==> config.mk <==
export PLATFORM = sky130hd
export DESIGN_NAME = dbus_arbiter
export DESIGN_NICKNAME = d
export VERILOG_FILES = /design/src/rtl/dbus_arbiter.sv
export SDC_FILE = /design/constraint.sdc
export NUM_CORES = 1
export LEC_CHECK = 0
export ABC_AREA = 1
export CAP_MARGIN = 40
export CORE_AREA = 2 2 231 233
export DETAILED_ROUTE_END_ITERATION = 10
export DIE_AREA = 0 0 233 235
export SLEW_MARGIN = 20
export SYNTH_ARGS = -nofsm -noshare
export SYNTH_HDL_FRONTEND = slang
export SYNTH_SLANG_ARGS = --single-unit
==> constraint.sdc <==
create_clock -name clk -period 3.4 [get_ports clk]
set_input_delay 0.68 -clock clk [delete_from_list [all_inputs] [get_ports clk]]
set_output_delay 0.68 -clock clk [all_outputs]
set_load 0.005 [all_outputs]
==> src/rtl/dbus_arbiter.sv <==
// Two-port data-bus arbiter: the page-table walker (port 0) and the memory stage (port 1)
// share one data-bus port, one captured transaction at a time, round-robin or fixed priority.
package dbus_pkg;
   typedef enum logic [1:0] {MSIZE1, MSIZE2, MSIZE4, MSIZE8} msize_t;

   typedef struct packed {
      logic        valid;
      logic [31:0] addr;
      msize_t      size;
      logic [7:0]  strobe;
      logic [63:0] data;
   } dbus_req_t;

   typedef struct packed {
      logic        addr_ok;
      logic        data_ok;
      logic [63:0] data;
   } dbus_resp_t;
endpackage

module dbus_arbiter
   import dbus_pkg::*;
#(
   parameter bit FIXED_PRIO = 1'b0,
   parameter int CNT_W      = 32
) (
   input  logic             clk,
   input  logic             rst_n,
   input  dbus_req_t        req0,
   output dbus_resp_t       resp0,
   input  dbus_req_t        req1,
   output dbus_resp_t       resp1,
   output dbus_req_t        dreq,
   input  dbus_resp_t       dresp,
   output logic             busy,
   output logic             owner,
   output logic [CNT_W-1:0] gnt_cnt0,
   output logic [CNT_W-1:0] gnt_cnt1,
   output logic [1:0]       state_dbg
);

   // Handshake: a requester holds valid and its fields until its response arrives
   // (addr_ok & data_ok in one cycle while granted); the bus sees only the captured copy.
   typedef enum logic [1:0] {IDLE = 2'd0, GRANT = 2'd1, DONE = 2'd2} state_t;

   state_t    state, next_state;
   logic      last_gnt;
   dbus_req_t hold;
   logic      do_grant;
   logic      win;
   logic      done;

   assign done      = (state == GRANT) && dresp.addr_ok && dresp.data_ok;
   assign state_dbg = state;

   always_comb begin
      next_state = state;
      do_grant   = 1'b0;
      win        = 1'b0;
      case (state)
         IDLE: begin
            if (req0.valid || req1.valid) begin
               do_grant   = 1'b1;
               next_state = GRANT;
               if (req0.valid && req1.valid) win = FIXED_PRIO ? 1'b0 : ~last_gnt;
               else                          win = req1.valid;
            end
         end
         GRANT:   if (done) next_state = DONE;
         DONE:    next_state = IDLE;
         default: next_state = IDLE;
      endcase
   end

   always_ff @(posedge clk or negedge rst_n) begin
      if (!rst_n) begin
         state    <= IDLE;
         owner    <= 1'b0;
         last_gnt <= 1'b1;
         hold     <= '0;
         gnt_cnt0 <= '0;
         gnt_cnt1 <= '0;
      end else begin
         state <= next_state;
         if (do_grant) begin
            owner      <= win;
            last_gnt   <= win;
            hold       <= win ? req1 : req0;
            hold.valid <= 1'b0;
            if (win) gnt_cnt1 <= gnt_cnt1 + CNT_W'(1);
            else     gnt_cnt0 <= gnt_cnt0 + CNT_W'(1);
         end
      end
   end

   // Bus request depends only on registers; responses are steered combinationally.
   always_comb begin
      dreq = '0;
      if (state == GRANT) begin
         dreq       = hold;
         dreq.valid = 1'b1;
      end
   end

   assign resp0 = (done && !owner) ? dresp : '0;
   assign resp1 = (done &&  owner) ? dresp : '0;
   assign busy  = (state != IDLE);

endmodule

==> impl_metrics.csv <==
group,metric,value,unit
floorplan,rows,84,
synthesis,synth_nets,1668,
sta,period_minus_slack,3300,ps
sta,period_share,0.970,
place,place_inst,2625,
clocking,tritoncts,"done",
sta,tns,0,ps
synthesis,ys_ff_latch,174,
pwr,p_per_area,583,nW/µm²
sta,finClkSkew,10.9,ps
sta,setup_viol,0,
route,routedWlPerCell,16.8,µm
route,routed_wl,44800,µm
sta,fmax,303,MHz
sta,rsz0062_at_grt,"false",
clocking,htreeDepth,4,
route,route.detailed.drc,0,
global_routing,track_usage,0.159,
route,vias,11100,
cells_and_area,synthToLayoutAreaGrowth,75.0,%
global_routing,antenna_found_initial,2,
critical_path,crit_chain,"clkdlybuf4s50_1, nand2_1, nor2_4, inv_2, nor2_4, inv_2, buf_12, nor2_1, clkdlybuf4s50_1",
route,ant_nets,0,
floorplan,die_height,235,µm
cells_and_area,finalNonFillerCells,2659,
critical_path,crit_arrival,2620,ps
route,first_iter_violations,724,
clocking,clk_pin_slew,70,ps
critical_path,crit_required,2720,ps
outcome,status,"completed",
place,dp_hpwl,35700,µm
synthesis,syn_avg_cell_area,7.10,µm²
synthesis,synthCells,1384,
pwr,p_leak,0.00736,µW
sta,maxSlewViolCount,0,
synthesis,yosysUniqueCellTypes,29,
critical_path,path_max_fanout,44,
synthesis,netlist_area,9820,µm²
place,placed_area,16600,µm²
pwr,peakVddDrop,330,µV
critical_path,critical_path.startpoint,"dresp[64]",
critical_path,slowest_delay,550,ps
synthesis,synth_edf_count,0,
critical_path,reg2reg_to,"hold[76]",
cells_and_area,layout_common_cells,"587 x clkdlybuf4s50_1, 367 x nand2_1, 299 x nor2_1",
clocking,insertion_delay,450,ps
floorplan,initial_utilization,0.188,
clocking,cts.sink_count,174,
synthesis,ys_seq_area_frac,0.443,
clocking,cts_buffer_depth,2,
critical_path,critical-path-top-delay-family,"buffers and inverters",
synthesis,ys.flop_type,"dfrtp_1",
clocking,root_buffer,"clkbuf_16",
cells_and_area,drive_gt1_frac,0.0437,
synthesis,synthArstFlopShare,1.00,
critical_path,end_kind,"output pin",
flow_run,maxCapViolCount,0,
floorplan,pin_count,589,
clocking,hold_buffers,0,
global_routing,grt_start_max_net_pins,98,
critical_path,crit_path_top_delay_cell,"clkdlybuf4s50_1",
sta,final-hold-violation-count,0,
critical_path,path_class,"in2out",
floorplan,dieWidth,233,µm
synthesis,yosys_warnings,0,
critical_path,path_buf_inv,5,
floorplan,core,52200,µm²
place,gp_congestion,0.937,
critical_path,r2r_start,"state_dbg[1]",
sta,relSlewSlack,0.622,
place,io_buffers,588,
cells_and_area,post-route-util,0.329,
route,first_pass_iters,5,
global_routing,grt_pass1_wl,66600,µm
global_routing,grt_pass1_vias,11200,
floorplan,dieArea,54800,µm²
worst_hold_path,hp-class,"in2async",
cells_and_area,finish.instance_area,17200,µm²
critical_path,startpoint_type,"primary input",
clocking,numCtsBuffers,17,
critical_path,r2r_cells,7,
cells_and_area,layout_commonest_cell,"clkdlybuf4s50_1",
sta,tightest_slew,566,ps
cells_and_area,fin_nets,2241,
critical_path,reg2reg_slack,1380,ps
global_routing,overflow,0,
route,viasPerCell,4.18,
synth_stat cells (all sizes together), types with 5 or more instances:
cell    number  share of area
xnor2       19          0.017
nand3b       5         0.0038
nor2       315           0.13
buf         50          0.026
clkbuf       7         0.0027
xor2        16          0.014
nand2      371           0.14
inv        243          0.093
dfrtp      173           0.44
nor3         7         0.0036
nand4       18          0.011
o21ai        7         0.0036
nand3       40          0.023
o211ai     106          0.081
stage by stage:
| step | setup slack (ps) | power [µW] | hold WS, ps |
|---|---|---|---|
| floorplan | 1340 | 5180 | 384 |
| global placement | -22.5 | 8030 | 456 |
| CTS | 27.2 | 10200 | 202 |
| global route | 15.6 | 10800 | 211 |
| detailed placement | 28.9 | 8090 | 460 |
| finish | 100 | 10000 | 204 |
registers in the layout, summed over array words and instances (netlist names):
name	count
gnt_cnt0	32
gnt_cnt1	32
hold	106
last_gnt	1
owner	1
state_dbg	2
layer usage:
layer | vias to the layer above | track usage | wire [µm]
met2 | 396 | 0.267 | 21500
met4 | 0 | 0.0403 | 897
met5 | - | 0 | 0
li1 | 5360 | - | -
met1 | 5294 | 0.197 | 19000
met3 | 52 | 0.0507 | 3380
worst max-delay path by stage:
stage | endpoint | slack, ps | depth (start not counted)
5_1_grt | resp0[14] | 20 | 10
2_1_floorplan | resp0[10] | 1340 | 7
4_1_cts | resp1[44] | 30 | 9
3_3_place_gp | resp1[45] | -20 | 9
6_report | resp1[45] | 100 | 9
3_5_place_dp | resp1[44] | 30 | 9
power breakdown:
group	leakage [µW]	switching [µW]	internal, µW
combinational	0.00488	2470	2480
clock	0.000272	880	1140
sequential	0.00221	268	2780
what timing repair did:
item,CTS,global route
cloned,0,0
resized for setup,2,1
pin swaps,0,2
setup endpoints to repair,5,21
buffers inserted,0,1
layout make-up:
type / count / area [µm²]
fillers: 5487 / 35000
well taps: 688 / 861
clock inverters: 8 / 108
inverters: 243 / 917
repair buffers: 611 / 6180
diodes: 2 / 5.00
clock buffers: 23 / 478
multi-input cells: 910 / 4280
flip-flops and latches: 174 / 4360
cells by family after synthesis:
logic type | share of synthesized area
compound gates | 0.0846
flops | 0.443
simple gates | 0.317
buf+inv | 0.122
fa+ha+maj | 0.00255
xor+xnor | 0.0312
Power figures use the tool's default switching activity.
